--- config.mk ---
export PLATFORM = sky130hd
export DESIGN_NAME = scalar_wb_arbiter_flat
export DESIGN_NICKNAME = d
export VERILOG_FILES = /design/src/rtl/scalar_wb_arbiter_if.sv /design/src/rtl/scalar_wb_arbiter.sv /design/src/flat_wrapper.sv
export SDC_FILE = /design/constraint.sdc
export NUM_CORES = 1
export LEC_CHECK = 0
export CORE_MARGIN = 1
export CORE_UTILIZATION = 50
export CTS_CLUSTER_DIAMETER = 50
export DETAILED_ROUTE_END_ITERATION = 12
export GPL_TIMING_DRIVEN = 0
export PLACE_DENSITY = 0.82
export SETUP_SLACK_MARGIN = 0.3
export SLEW_MARGIN = 15
export SYNTH_ARGS = -nofsm -noshare
export SYNTH_HDL_FRONTEND = slang
export SYNTH_SLANG_ARGS = --single-unit
--- constraint.sdc ---
create_clock -name CLK -period 7.2 [get_ports CLK]
set_input_delay 1.44 -clock CLK [delete_from_list [all_inputs] [get_ports CLK]]
set_output_delay 1.44 -clock CLK [all_outputs]
set_load 0.1 [all_outputs]
--- src/rtl/scalar_wb_arbiter_if.sv ---
// Result-source and writeback bundle between the functional units and the
// writeback arbiter.
interface scalar_wb_arbiter_if #(
    parameter int NSRC = 3,
    parameter int DW   = 32,
    parameter int RW   = 5
);
    // Handshake: a source result transfers on a rising edge where src_valid[i]
    // and src_ready[i] are both high; a source holds rd/data stable while it
    // waits. wb_* and fu_done are single-cycle strobes with no back-pressure.
    logic [NSRC-1:0]         src_valid;
    logic [NSRC-1:0]         src_ready;
    logic [NSRC-1:0][RW-1:0] src_rd;
    logic [NSRC-1:0][DW-1:0] src_data;
    logic                    flush;
    logic                    wb_valid;
    logic                    wb_en;
    logic [RW-1:0]           wb_reg;
    logic [DW-1:0]           wb_data;
    logic [1:0]              wb_src;
    logic [NSRC-1:0]         fu_done;

    modport master (
        output src_valid, src_rd, src_data, flush,
        input  src_ready, wb_valid, wb_en, wb_reg, wb_data, wb_src, fu_done
    );

    modport slave (
        input  src_valid, src_rd, src_data, flush,
        output src_ready, wb_valid, wb_en, wb_reg, wb_data, wb_src, fu_done
    );
endinterface

--- src/rtl/scalar_wb_arbiter.sv ---
// Writeback arbiter: one holding buffer per result source, round-robin
// retirement of one result per cycle, with flush squash.
module scalar_wb_arbiter #(
    parameter int NSRC = 3,
    parameter int DW   = 32,
    parameter int RW   = 5,
    localparam int PW  = (NSRC > 1) ? $clog2(NSRC) : 1
) (
    input  logic                 CLK,
    input  logic                 RST,
    scalar_wb_arbiter_if.slave   bus,
    output logic [PW-1:0]        dbg_rr_ptr,
    output logic [NSRC-1:0]      dbg_buf_valid
);
    logic [NSRC-1:0]         buf_valid_q, buf_valid_d;
    logic [NSRC-1:0][RW-1:0] buf_rd_q, buf_rd_d;
    logic [NSRC-1:0][DW-1:0] buf_data_q, buf_data_d;
    logic [PW-1:0]           rr_ptr_q, rr_ptr_d;

    logic [NSRC-1:0] grant;
    logic [NSRC-1:0] capture;
    logic [NSRC-1:0] ready;
    logic            any_grant;
    logic [PW-1:0]   gidx;
    logic [PW:0]     scan;

    // Round-robin search starting at rr_ptr; flush and reset suppress any grant.
    always_comb begin
        grant     = '0;
        any_grant = 1'b0;
        gidx      = '0;
        scan      = '0;
        for (int k = 0; k < NSRC; k++) begin
            scan = {1'b0, rr_ptr_q} + (PW+1)'(k);
            if (scan >= (PW+1)'(NSRC)) scan = scan - (PW+1)'(NSRC);
            if (!any_grant && buf_valid_q[scan[PW-1:0]] && !bus.flush && !RST) begin
                any_grant               = 1'b1;
                gidx                    = scan[PW-1:0];
                grant[scan[PW-1:0]]     = 1'b1;
            end
        end
    end

    assign ready   = (~buf_valid_q | grant) & {NSRC{!bus.flush && !RST}};
    assign capture = bus.src_valid & ready;

    always_comb begin
        buf_valid_d = buf_valid_q;
        buf_rd_d    = buf_rd_q;
        buf_data_d  = buf_data_q;
        rr_ptr_d    = rr_ptr_q;
        for (int i = 0; i < NSRC; i++) begin
            // A capture on the grant edge reloads instead of clearing.
            if (capture[i]) begin
                buf_valid_d[i] = 1'b1;
                buf_rd_d[i]    = bus.src_rd[i];
                buf_data_d[i]  = bus.src_data[i];
            end else if (grant[i]) begin
                buf_valid_d[i] = 1'b0;
            end
        end
        if (bus.flush) buf_valid_d = '0;
        if (any_grant) begin
            rr_ptr_d = (gidx == PW'(NSRC-1)) ? '0 : gidx + PW'(1);
        end
    end

    always_ff @(posedge CLK) begin
        if (RST) begin
            buf_valid_q <= '0;
            buf_rd_q    <= '0;
            buf_data_q  <= '0;
            rr_ptr_q    <= '0;
        end else begin
            buf_valid_q <= buf_valid_d;
            buf_rd_q    <= buf_rd_d;
            buf_data_q  <= buf_data_d;
            rr_ptr_q    <= rr_ptr_d;
        end
    end

    always_comb begin
        bus.wb_reg  = '0;
        bus.wb_data = '0;
        bus.wb_src  = '0;
        for (int i = 0; i < NSRC; i++) begin
            if (grant[i]) begin
                bus.wb_reg  = buf_rd_q[i];
                bus.wb_data = buf_data_q[i];
                bus.wb_src  = 2'(i);
            end
        end
    end

    // Register 0 retires normally but never writes the register file.
    assign bus.wb_valid  = any_grant;
    assign bus.wb_en     = any_grant && (bus.wb_reg != '0);
    assign bus.fu_done   = grant;
    assign bus.src_ready = ready;

    assign dbg_rr_ptr    = rr_ptr_q;
    assign dbg_buf_valid = buf_valid_q;
endmodule

--- src/flat_wrapper.sv ---
// flat-port wrapper written by rule: the top's interface ports become plain ports
module scalar_wb_arbiter_flat 
#(
    parameter int NSRC = 3,
    parameter int DW   = 32,
    parameter int RW   = 5,
    localparam int PW  = (NSRC > 1) ? $clog2(NSRC) : 1
)
  (CLK, RST, dbg_rr_ptr, dbg_buf_valid, bus_src_valid, bus_src_rd, bus_src_data, bus_flush, bus_src_ready, bus_wb_valid, bus_wb_en, bus_wb_reg, bus_wb_data, bus_wb_src, bus_fu_done);
  scalar_wb_arbiter_if #(.NSRC(NSRC), .DW(DW), .RW(RW)) bus_i ();
  input  logic CLK;
  input  logic RST;
  output logic [PW-1:0] dbg_rr_ptr;
  output logic [NSRC-1:0] dbg_buf_valid;
  input wire logic [$bits(bus_i.src_valid)-1:0] bus_src_valid;
  input wire logic [$bits(bus_i.src_rd)-1:0] bus_src_rd;
  input wire logic [$bits(bus_i.src_data)-1:0] bus_src_data;
  input wire logic [$bits(bus_i.flush)-1:0] bus_flush;
  output wire logic [$bits(bus_i.src_ready)-1:0] bus_src_ready;
  output wire logic [$bits(bus_i.wb_valid)-1:0] bus_wb_valid;
  output wire logic [$bits(bus_i.wb_en)-1:0] bus_wb_en;
  output wire logic [$bits(bus_i.wb_reg)-1:0] bus_wb_reg;
  output wire logic [$bits(bus_i.wb_data)-1:0] bus_wb_data;
  output wire logic [$bits(bus_i.wb_src)-1:0] bus_wb_src;
  output wire logic [$bits(bus_i.fu_done)-1:0] bus_fu_done;
  assign bus_i.src_valid = bus_src_valid;
  assign bus_i.src_rd = bus_src_rd;
  assign bus_i.src_data = bus_src_data;
  assign bus_i.flush = bus_flush;
  assign bus_src_ready = bus_i.src_ready;
  assign bus_wb_valid = bus_i.wb_valid;
  assign bus_wb_en = bus_i.wb_en;
  assign bus_wb_reg = bus_i.wb_reg;
  assign bus_wb_data = bus_i.wb_data;
  assign bus_wb_src = bus_i.wb_src;
  assign bus_fu_done = bus_i.fu_done;
  scalar_wb_arbiter #(.NSRC(NSRC), .DW(DW), .RW(RW)) u_core (.CLK(CLK), .RST(RST), .bus(bus_i), .dbg_rr_ptr(dbg_rr_ptr), .dbg_buf_valid(dbg_buf_valid));
endmodule
==> results of run 1 <==
[sequential cells by signal (all words and copies together) (netlist names)]
name	flops
u_core.dbg_buf_valid	3
u_core.buf_data_q	96
u_core.dbg_rr_ptr	2
u_core.buf_rd_q	15
[path summary, 6_finish.rpt]
| path | start | end | slack, ns | cells past startpoint |
|---|---|---|---|---|
| worst max register to register | u_core.dbg_rr_ptr[0] | u_core.buf_data_q[39] | 3.88 | 12 |
| worst min-delay path | u_core.buf_data_q[10] | u_core.buf_data_q[10] | 0.46 | 2 |
| worst max-delay path | bus_flush | bus_wb_data[13] | 0.55 | 12 |
| worst min register to register | u_core.buf_data_q[10] | u_core.buf_data_q[10] | 0.46 | 2 |
[per-stage QoR]
step | utilization | instance area (um2) | setup slack [ns] | std cells | hold slack (ns)
floorplan | - | 5240 | 0.734 | 653 | 0.436
global route | 0.778 | 7710 | 0.305 | 985 | 0.472
CTS | 0.770 | 7630 | 0.332 | 985 | 0.455
detailed placement | 0.714 | 7080 | 0.269 | 953 | 0.447
finish | 0.778 | 7710 | 0.554 | 985 | 0.455
global placement | 0.714 | 7080 | 0.353 | 953 | 0.442
[power groups by stage]
stage	Combinational, uW	Clock (uW)	Sequential [uW]
after floorplan	161	0	697
after global placement	282	0	689
after detailed placement	285	0	690
after CTS	287	800	677
after global routing	302	832	679
final	288	801	678
[cell families (layout without fill, tap and decap cells)]
logic type | after synthesis | in the layout
buffers and inverters | 61 | 260
AOI/OAI and AO/OA | 169 | 169
DFF | 116 | 116
muxes | 44 | 44
and+or+nand+nor | 259 | 259
adders and majority gates | 4 | 4
[cell usage in the layout (no fill, tap or decap), drive strengths merged, types with 2 or more instances in the layout]
cell             n
a22oi           32
ha               4
o21ai            3
clkdlybuf4s50  134
nor2            82
clkbuf          40
o22ai            2
o211a            2
buf             30
nand2b           3
o211ai           4
inv             12
dlymetal6s2s    26
o311ai           2
dfxtp          116
mux2i           44
nand3            3
bufinv           2
nand2          157
a31oi            4
and2             4
clkinv           5
clkinvlp         4
clkdlybuf4s15    7
nand3b           3
a21oi          113
or2              3
[critical path, cell delays in order]
cell and delay, ns:
sky130_fd_sc_hd__clkdlybuf4s50_1 0.51, sky130_fd_sc_hd__or2_1 0.13, sky130_fd_sc_hd__buf_2 0.23, sky130_fd_sc_hd__o22ai_1 0.21, sky130_fd_sc_hd__o2bb2ai_1 0.16, sky130_fd_sc_hd__mux2i_1 0.33
sky130_fd_sc_hd__buf_2 0.31, sky130_fd_sc_hd__buf_2 0.30, sky130_fd_sc_hd__buf_1 0.48, sky130_fd_sc_hd__nor2_1 0.10, sky130_fd_sc_hd__a21oi_2 0.13, sky130_fd_sc_hd__clkdlybuf4s15_1 0.87
[what timing repair did]
action,CTS,global route
setup endpoints to repair,7,33
resized for setup,7,33
setup buffers,0,0
[area by class of cell]
cell class                      count  area (um2)
Timing Repair Buffer              167        1740
Clock buffer                       20         435
Tap cell                          133         166
Buffer                             50         265
Sequential cell                   116        2320
Clock inverter                     12         131
Inverter                           11        41.3
Multi-Input combinational cell    476        2610
Fill cell                         714        2200
[layer usage]
layer	wire length (um)	up-vias
met1	6790	2565
met3	1360	44
li1	-	2581
met2	8390	277
met4	399	0
met5	0	-
==> results.json, run 1 <==
{
  "run_status": "finished, final reports clean",
  "post_synth_main_area_contributors": "sky130_fd_sc_hd__dfxtp_1 (45%), sky130_fd_sc_hd__nand2_1 (11%), sky130_fd_sc_hd__a21oi_1 (11%)",
  "detailed_route_via_count": 5467,
  "ctsLongestPathBuffers": 2,
  "synth_common_cells": "sky130_fd_sc_hd__nand2_1 (157), sky130_fd_sc_hd__dfxtp_1 (116), sky130_fd_sc_hd__a21oi_1 (113)",
  "num_rows": 36,
  "worst_pin_slew_ns": 1.02,
  "clkTransAtPathRegs_ns": 0.06,
  "leakage_component_of_the_power_uw": 0.00329,
  "synth_top_area_frac": 0.448,
  "worstSetupStartpointType": "input port",
  "postSynthAreaPerCell_um2": 7.94,
  "grt_use_met1": 0.362,
  "synth_xor_xnor_area_share": 0,
  "synth-edff-count": 0,
  "detailedRoute.firstIterationViolations": 273,
  "yosysWarnings": 0,
  "floorplan.core_area_mm2": 0.00991,
  "grt_usage": 0.313,
  "synth-seq-cells": 116,
  "overflow_left_after_global_routing": 0,
  "dominant_combinational_cell_family_by_area_after_synthesis": "simple AND/OR/NAND/NOR gates",
  "internal_power_uw": 1270,
  "max-cap-violations": 0,
  "period_needed_ns": 6.65,
  "grt_setup_unrepaired": "false",
  "total_nets_after_synthesis": 774,
  "synth_area_leader_cell": "sky130_fd_sc_hd__dfxtp_1",
  "peakVddDrop_v": 0.000123,
  "cts_hold_buffers": 0,
  "timing.final.hold_violations": 0,
  "holdCritPathClass": "flip-flop to flip-flop",
  "synth_ff_type": "sky130_fd_sc_hd__dfxtp_1",
  "synthMuxAreaShare": 0.0873,
  "wl_mm": 16.9,
  "die_w_um": 104,
  "grtUsageMet2": 0.546,
  "synth.distinct_cells": 42,
  "tritoncts": "done",
  "power.density_mw_per_mm2": 229,
  "drc": 0,
  "gate_count_of_the_mapped_netlist": 653,
  "design.final.nets": 960,
  "power.share.clock": 0.453,
  "ys_async_sr_fraction": 0,
  "max-slew-margin-rel": 0.316,
  "grt_first_pass_wirelength_mm": 26.8,
  "cts.sinks": 116,
  "die_area_mm2": 0.0108,
  "met3_usage": 0.0875,
  "grt_start_max_net_pins": 17,
  "areaGrowthSynthToFinish_pct": 48.6,
  "global_route.peak_usage_layer": "met2",
  "design.portCount": 169,
  "mappedNetlistArea_mm2": 0.00519,
  "antenna_cell_count": 0,
  "hpwlAfterDp_mm": 11.9,
  "finalWeightedCongestion": 0.910,
  "arrival_time_at_the_worst_endpoint_ns": 5.21,
  "synth.yosys.seq_area_share": 0.448,
  "swShare": 0.278,
  "power.share.sequential": 0.384,
  "endpoint_kind": "output pin",
  "combPwrFrac": 0.163,
  "htreeDepth": 4,
  "complex_gate_fraction_of_the_synthesized_area": 0.198,
  "yosys.area_share.adder": 0.00965,
  "most_repeated_cell_in_the_gate_level_netlist_after_synthesis": "sky130_fd_sc_hd__nand2_1",
  "clk_latency_ns": 0.51,
  "fin_setup_tns_ns": 0,
  "vias_per_cell": 5.55,
  "drive_gt1_frac": 0.0892,
  "yosys.area_share.simple": 0.198,
  "initial_antenna_violation_count": 0,
  "cp.required_ns": 5.76,
  "antenna_left": 0,
  "timing.critical_path.fanout_max": 10,
  "portBuffers": 167,
  "drv_slew": 0,
  "clock-skew-final_ns": 0.00627,
  "number_of_global_route_vias_before_repair": 5559,
  "finalSetupViolations": 0,
  "wire_length_per_cell_um": 17.2,
  "sum_of_internal_switching_and_leakage_power_uw": 1770,
  "finalCritPeriodShare": 0.923,
  "tritoncts.num_buffers": 17,
  "clk_root_buffer_cell": "sky130_fd_sc_hd__clkbuf_8",
  "max_freq_mhz": 150,
  "initial_core_utilization": 0.523,
  "first_pass_iteration_count_of_the_detailed_router": 5,
  "path_class": "input port to output pin",
  "die_height_um": 104,
  "switching_power_uw": 492
}
Note: power is estimated with default switching activity, not from simulation.
==> run 2: changes to the inputs <==
- CAP_MARGIN: not set -> 25
==> results of run 2 <==
The final DEF is identical to that of run 1; final timing and power are the same.
